`src/rtl/dram_uart_loader_if.sv`:
```
// DRAM write port driven by the UART boot loader.
interface dram_uart_loader_if;
  logic [7:0] mem_addr;
  logic [7:0] mem_data;
  logic       mem_wren;

  modport master (output mem_addr, output mem_data, output mem_wren);
  modport slave  (input  mem_addr, input  mem_data, input  mem_wren);
endinterface

```
`src/rtl/dram_uart_loader.sv`:
```
// UART (8N1) boot loader: writes DEPTH received bytes sequentially into DRAM,
// then releases the processor and stays idle until reset.
//
// state   | meaning
// IDLE    | waiting for a start edge while load_en is high
// START   | half-bit wait, confirm start bit still low
// DATA    | sampling 8 data bits, LSB first
// STOP    | sampling stop bit; low stop flags a framing error
// WRITE   | single-cycle DRAM write, advance count
// DONE    | image complete, processor enabled, inputs ignored
module dram_uart_loader #(
  parameter int CLKS_PER_BIT = 434,
  parameter int DEPTH        = 256
) (
  input  logic                      CLK,
  input  logic                      rst,
  input  logic                      rx,
  input  logic                      load_en,
  dram_uart_loader_if.master        mem,
  output logic                      proc_en,
  output logic                      load_done,
  output logic                      frame_err
);

  typedef enum logic [2:0] {
    S_IDLE, S_START, S_DATA, S_STOP, S_WRITE, S_DONE
  } state_t;

  localparam int              TW      = (CLKS_PER_BIT > 2) ? $clog2(CLKS_PER_BIT) : 1;
  localparam logic [TW-1:0]   T_FULL  = TW'(CLKS_PER_BIT - 1);
  localparam logic [TW-1:0]   T_HALF  = TW'(CLKS_PER_BIT / 2 - 1);
  localparam logic [8:0]      DEPTH_C = 9'(DEPTH);

  state_t        state_q, state_d;
  logic [TW-1:0] timer_q, timer_d;
  logic [2:0]    bit_idx_q, bit_idx_d;
  logic [7:0]    shift_q, shift_d;
  logic [8:0]    count_q, count_d;
  logic [7:0]    addr_q, addr_d;
  logic [7:0]    data_q, data_d;
  logic          wren_q, wren_d;
  logic          done_q, done_d;
  logic          ferr_q, ferr_d;
  logic          rx_meta_q, rx_meta_d;
  logic          rx_s_q, rx_s_d;
  logic          timer_exp;

  always_ff @(posedge CLK or negedge rst) begin
    if (!rst) begin
      state_q   <= S_IDLE;
      timer_q   <= '0;
      bit_idx_q <= '0;
      shift_q   <= '0;
      count_q   <= '0;
      addr_q    <= '0;
      data_q    <= '0;
      wren_q    <= 1'b0;
      done_q    <= 1'b0;
      ferr_q    <= 1'b0;
      rx_meta_q <= 1'b1;
      rx_s_q    <= 1'b1;
    end else begin
      state_q   <= state_d;
      timer_q   <= timer_d;
      bit_idx_q <= bit_idx_d;
      shift_q   <= shift_d;
      count_q   <= count_d;
      addr_q    <= addr_d;
      data_q    <= data_d;
      wren_q    <= wren_d;
      done_q    <= done_d;
      ferr_q    <= ferr_d;
      rx_meta_q <= rx_meta_d;
      rx_s_q    <= rx_s_d;
    end
  end

  assign timer_exp = (timer_q == '0);

  always_comb begin
    state_d   = state_q;
    timer_d   = timer_q;
    bit_idx_d = bit_idx_q;
    shift_d   = shift_q;
    count_d   = count_q;
    addr_d    = addr_q;
    data_d    = data_q;
    wren_d    = 1'b0;
    done_d    = done_q;
    ferr_d    = ferr_q;
    rx_meta_d = rx;
    rx_s_d    = rx_meta_q;

    case (state_q)
      S_IDLE: begin
        if (load_en && !rx_s_q) begin
          timer_d = T_HALF;
          state_d = S_START;
        end
      end
      S_START: begin
        if (timer_exp) begin
          if (!rx_s_q) begin
            timer_d   = T_FULL;
            bit_idx_d = '0;
            state_d   = S_DATA;
          end else begin
            state_d = S_IDLE;
          end
        end else begin
          timer_d = timer_q - 1'b1;
        end
      end
      S_DATA: begin
        if (timer_exp) begin
          shift_d = {rx_s_q, shift_q[7:1]};
          timer_d = T_FULL;
          if (bit_idx_q == 3'd7) state_d = S_STOP;
          else                   bit_idx_d = bit_idx_q + 3'd1;
        end else begin
          timer_d = timer_q - 1'b1;
        end
      end
      S_STOP: begin
        if (timer_exp) begin
          if (rx_s_q) begin
            // Address/data are registered here so they are stable for the whole strobe.
            addr_d  = count_q[7:0];
            data_d  = shift_q;
            wren_d  = 1'b1;
            state_d = S_WRITE;
          end else begin
            ferr_d  = 1'b1;
            state_d = S_IDLE;
          end
        end else begin
          timer_d = timer_q - 1'b1;
        end
      end
      S_WRITE: begin
        count_d = count_q + 9'd1;
        if (count_q + 9'd1 == DEPTH_C) begin
          done_d  = 1'b1;
          state_d = S_DONE;
        end else begin
          state_d = S_IDLE;
        end
      end
      S_DONE: begin
        state_d = S_DONE;
      end
      default: state_d = S_IDLE;
    endcase
  end

  assign mem.mem_addr = addr_q;
  assign mem.mem_data = data_q;
  assign mem.mem_wren = wren_q;
  assign proc_en      = done_q;
  assign load_done    = done_q;
  assign frame_err    = ferr_q;

endmodule

```
`src/flat_wrapper.sv`:
```
// flat-port wrapper written by rule: the top's interface ports become plain ports
module dram_uart_loader_flat 
#(
  parameter int CLKS_PER_BIT = 434,
  parameter int DEPTH        = 256
)
  (CLK, rst, rx, load_en, proc_en, load_done, frame_err, mem_mem_addr, mem_mem_data, mem_mem_wren);
  dram_uart_loader_if mem_i ();
  input  logic CLK;
  input  logic rst;
  input  logic rx;
  input  logic load_en;
  output logic proc_en;
  output logic load_done;
  output logic frame_err;
  output wire logic [$bits(mem_i.mem_addr)-1:0] mem_mem_addr;
  output wire logic [$bits(mem_i.mem_data)-1:0] mem_mem_data;
  output wire logic [$bits(mem_i.mem_wren)-1:0] mem_mem_wren;
  assign mem_mem_addr = mem_i.mem_addr;
  assign mem_mem_data = mem_i.mem_data;
  assign mem_mem_wren = mem_i.mem_wren;
  dram_uart_loader #(.CLKS_PER_BIT(CLKS_PER_BIT), .DEPTH(DEPTH)) u_core (.CLK(CLK), .rst(rst), .rx(rx), .load_en(load_en), .mem(mem_i), .proc_en(proc_en), .load_done(load_done), .frame_err(frame_err));
endmodule
```
`config.mk`:
```
export PLATFORM = sky130hd
export DESIGN_NAME = dram_uart_loader_flat
export DESIGN_NICKNAME = d
export VERILOG_FILES = /design/src/rtl/dram_uart_loader_if.sv /design/src/rtl/dram_uart_loader.sv /design/src/flat_wrapper.sv
export SDC_FILE = /design/constraint.sdc
export NUM_CORES = 1
export LEC_CHECK = 0
export ABC_AREA = 1
export CORE_ASPECT_RATIO = 0.5
export CORE_MARGIN = 5
export CORE_UTILIZATION = 40
export DETAILED_ROUTE_END_ITERATION = 16
export MAX_ROUTING_LAYER = met4
export PLACE_DENSITY_LB_ADDON = 0.15
export SLEW_MARGIN = 5
export SYNTH_ARGS = -nofsm -noshare
export SYNTH_HDL_FRONTEND = slang
export SYNTH_SLANG_ARGS = --single-unit
export TNS_END_PERCENT = 30
```
`constraint.sdc`:
```
create_clock -name CLK -period 3.9 [get_ports CLK]
set_input_delay 0.585 -clock CLK [delete_from_list [all_inputs] [get_ports CLK]]
set_output_delay 0.585 -clock CLK [all_outputs]
set_load 0.01 [all_outputs]
```
==> metrics.txt <==
post_cts resized=0; initial drt markers=124; Fmax=0.504 GHz; CTS root buf=clkbuf_16; crit-path cells=nor2_2 -> inv_2 -> nor2_1 -> nand2_1 -> nor2_1 -> nand4_1 -> nand3_1 -> nand2_1 -> nand2_1; CP most frequent cell=nand2_1; clk_skew=0.00377 ns; htree depth=2; starting density of the core=0.415; P per Cell Area=358 nW/um^2; final hold violations=0; fill count=577; Seq/Total Area, Yosys=0.522; Worst-Skew Late Latency=0.29 ns; gpl congestion=0.866; CP arrival=2.22 ns; YS warnings=0; share of cells above drive strength 1=0.160; vias=1961; DR WL/cell=12.0 um; Req. time, crit path=4.13 ns; Leak=1.45 nW; delay of the slowest critical-path stage=0.57 ns; Pins Over Slew Limit=0; final setup fails=0; Worst IR Drop VDD=146 uV; Crit. End Element=register; register area=1330 um^2; Final Cell Area=3020 um^2; first-pass iteration count of the detailed router=4; commonest non-fill, non-tap cells in the layout=nand2_1, dfrtp_1, inv_1; Worst slew margin=0.498; antenna violations before repair=0; crit path max fanout=13; clock-pin slew on the worst setup and hold paths=0.07 ns; Min-Delay Path Class=in -> async; first-pass GRT wire length=8.56 mm; critical path class=reg -> reg; gr usage total=0.138; largest net degree at the start of global routing=30; setup TNS=0 ns; outcome=completed; worst slack, placed=1.91 ns; CTS Buf Count=5; Buf/Inv on CP=1; hold buffer count at cts=0; Worst R2R Setup Slack=1.92 ns; RSZ-0062 raised after global routing=no; DRC viols=0; cell family with the largest share of critical-path delay=simple AND/OR/NAND/NOR gates; Chip Height=66.4 um; final worst slack=1.92 ns; Mean Syn Cell Area=8.57 um^2; FF+latch count, synth=53; startpoint types=register; CTS tree=yes; Vias/cell=4.76; dpl hpwl=3.55 mm; Yosys cell types=28; Mapped Nets=305; cell area after synthesis=2540 um^2; vias in the first global route=1787; ANT nets after route=0; slowest CP cell=nor2_1; commonest non-fill, non-tap cell in the layout=nand2_1; total clock sinks=53; GR Overflow Total=0; synthesized instance count=297; layout net count=331; postcts setup bufs=0; die area=8150 um^2; multi-input logic area=1020 um^2; PortBufs=23; Row Count=20; CTS Buffer Depth=2; synth-to-layout area growth=18.8%; placed cell area=2850 um^2; Core ar.=6130 um^2; fin crit period=1.98 ns; Antenna diodes=0; Worst Tran Pin Value=0.751 ns; max-cap violation count=0; # IOs=24; Tcrit/Tclk final=0.509; fin util=0.493; routed wire length=4.94 mm; DIE WIDTH=123 um
==> path summary, 6_finish.rpt <==
path,start,end,depth (start not counted)
max in group asynchronous,rst,u_core.rx_meta_q,2
setup / recovery,u_core.state_q[0],u_core.state_q[0],9
hold reg to reg,u_core.rx_meta_q,u_core.rx_s_q,0
hold / removal,rst,u_core.count_q[7],1
setup reg to reg,u_core.state_q[0],u_core.state_q[0],9
min in group CLK,u_core.rx_meta_q,u_core.rx_s_q,0
==> synthesized netlist by cell type (all sizes together) <==
| library cell | count | area share |
|---|---|---|
| a31o | 1 | 0.0034 |
| a31oi | 2 | 0.0049 |
| nor2 | 26 | 0.058 |
| nand3 | 19 | 0.039 |
| xnor2 | 1 | 0.0034 |
| a22oi | 2 | 0.0059 |
| nand3b | 1 | 0.0030 |
| ha | 4 | 0.020 |
| dfstp | 2 | 0.021 |
| buf | 5 | 0.016 |
| nand4 | 2 | 0.0049 |
| nand2 | 93 | 0.14 |
| dfrtp | 51 | 0.50 |
| o21ai | 39 | 0.094 |
| xor2 | 3 | 0.010 |
| inv | 40 | 0.060 |
| a21oi | 6 | 0.012 |
==> cell families after synthesis <==
family / after synthesis / share of synthesized area
xor+xnor: 4 / 0.0138
buf+inv: 45 / 0.0757
simple gates: 141 / 0.248
flops: 53 / 0.522
fa+ha+maj: 4 / 0.0197
compound gates: 50 / 0.120
==> report_power, final <==
group | leakage [nW] | internal (W) | switching (W)
logic | 0.671 | 0.00000295 | 0.0000122
clock network | 0.0831 | 0.000320 | 0.000197
registers | 0.698 | 0.000551 | 0.000000526
total | 1.45 | 0.000875 | 0.000209
==> layer usage <==
layer,routed length [um],vias to the layer above,track usage
li1,-,995,-
met1,2500,927,0.188
met2,2230,37,0.199
met3,193,2,0.0393
met4,17,0,0.0460
met5,0,-,-
==> flip-flops by register name, indices dropped and copies added (netlist names), 3 cells and up <==
register             count
u_core.count_q           9
u_core.timer_q           9
u_core.mem.mem_addr      8
u_core.mem.mem_data      8
u_core.shift_q           8
u_core.bit_idx_q         3
u_core.state_q           3
==> metrics by stage <==
step                      hold WS (ns)  cells  power (W)
after floorplan                  0.289    297   0.000563
after global placement           0.350    404   0.000578
after detailed placement         0.352    404   0.000579
after CTS                        0.300    412    0.00110
after global routing             0.341    412    0.00113
final                            0.286    412    0.00108
==> area by class of cell <==
class / instances / area share
inverter: 40 / 0.0505
clock inverter: 2 / 0.0124
sequential: 53 / 0.439
multi-input combinational: 199 / 0.338
timing repair buffer: 24 / 0.0770
clock buffer: 6 / 0.0459
tap: 88 / 0.0364
Power figures use the tool's default switching activity.
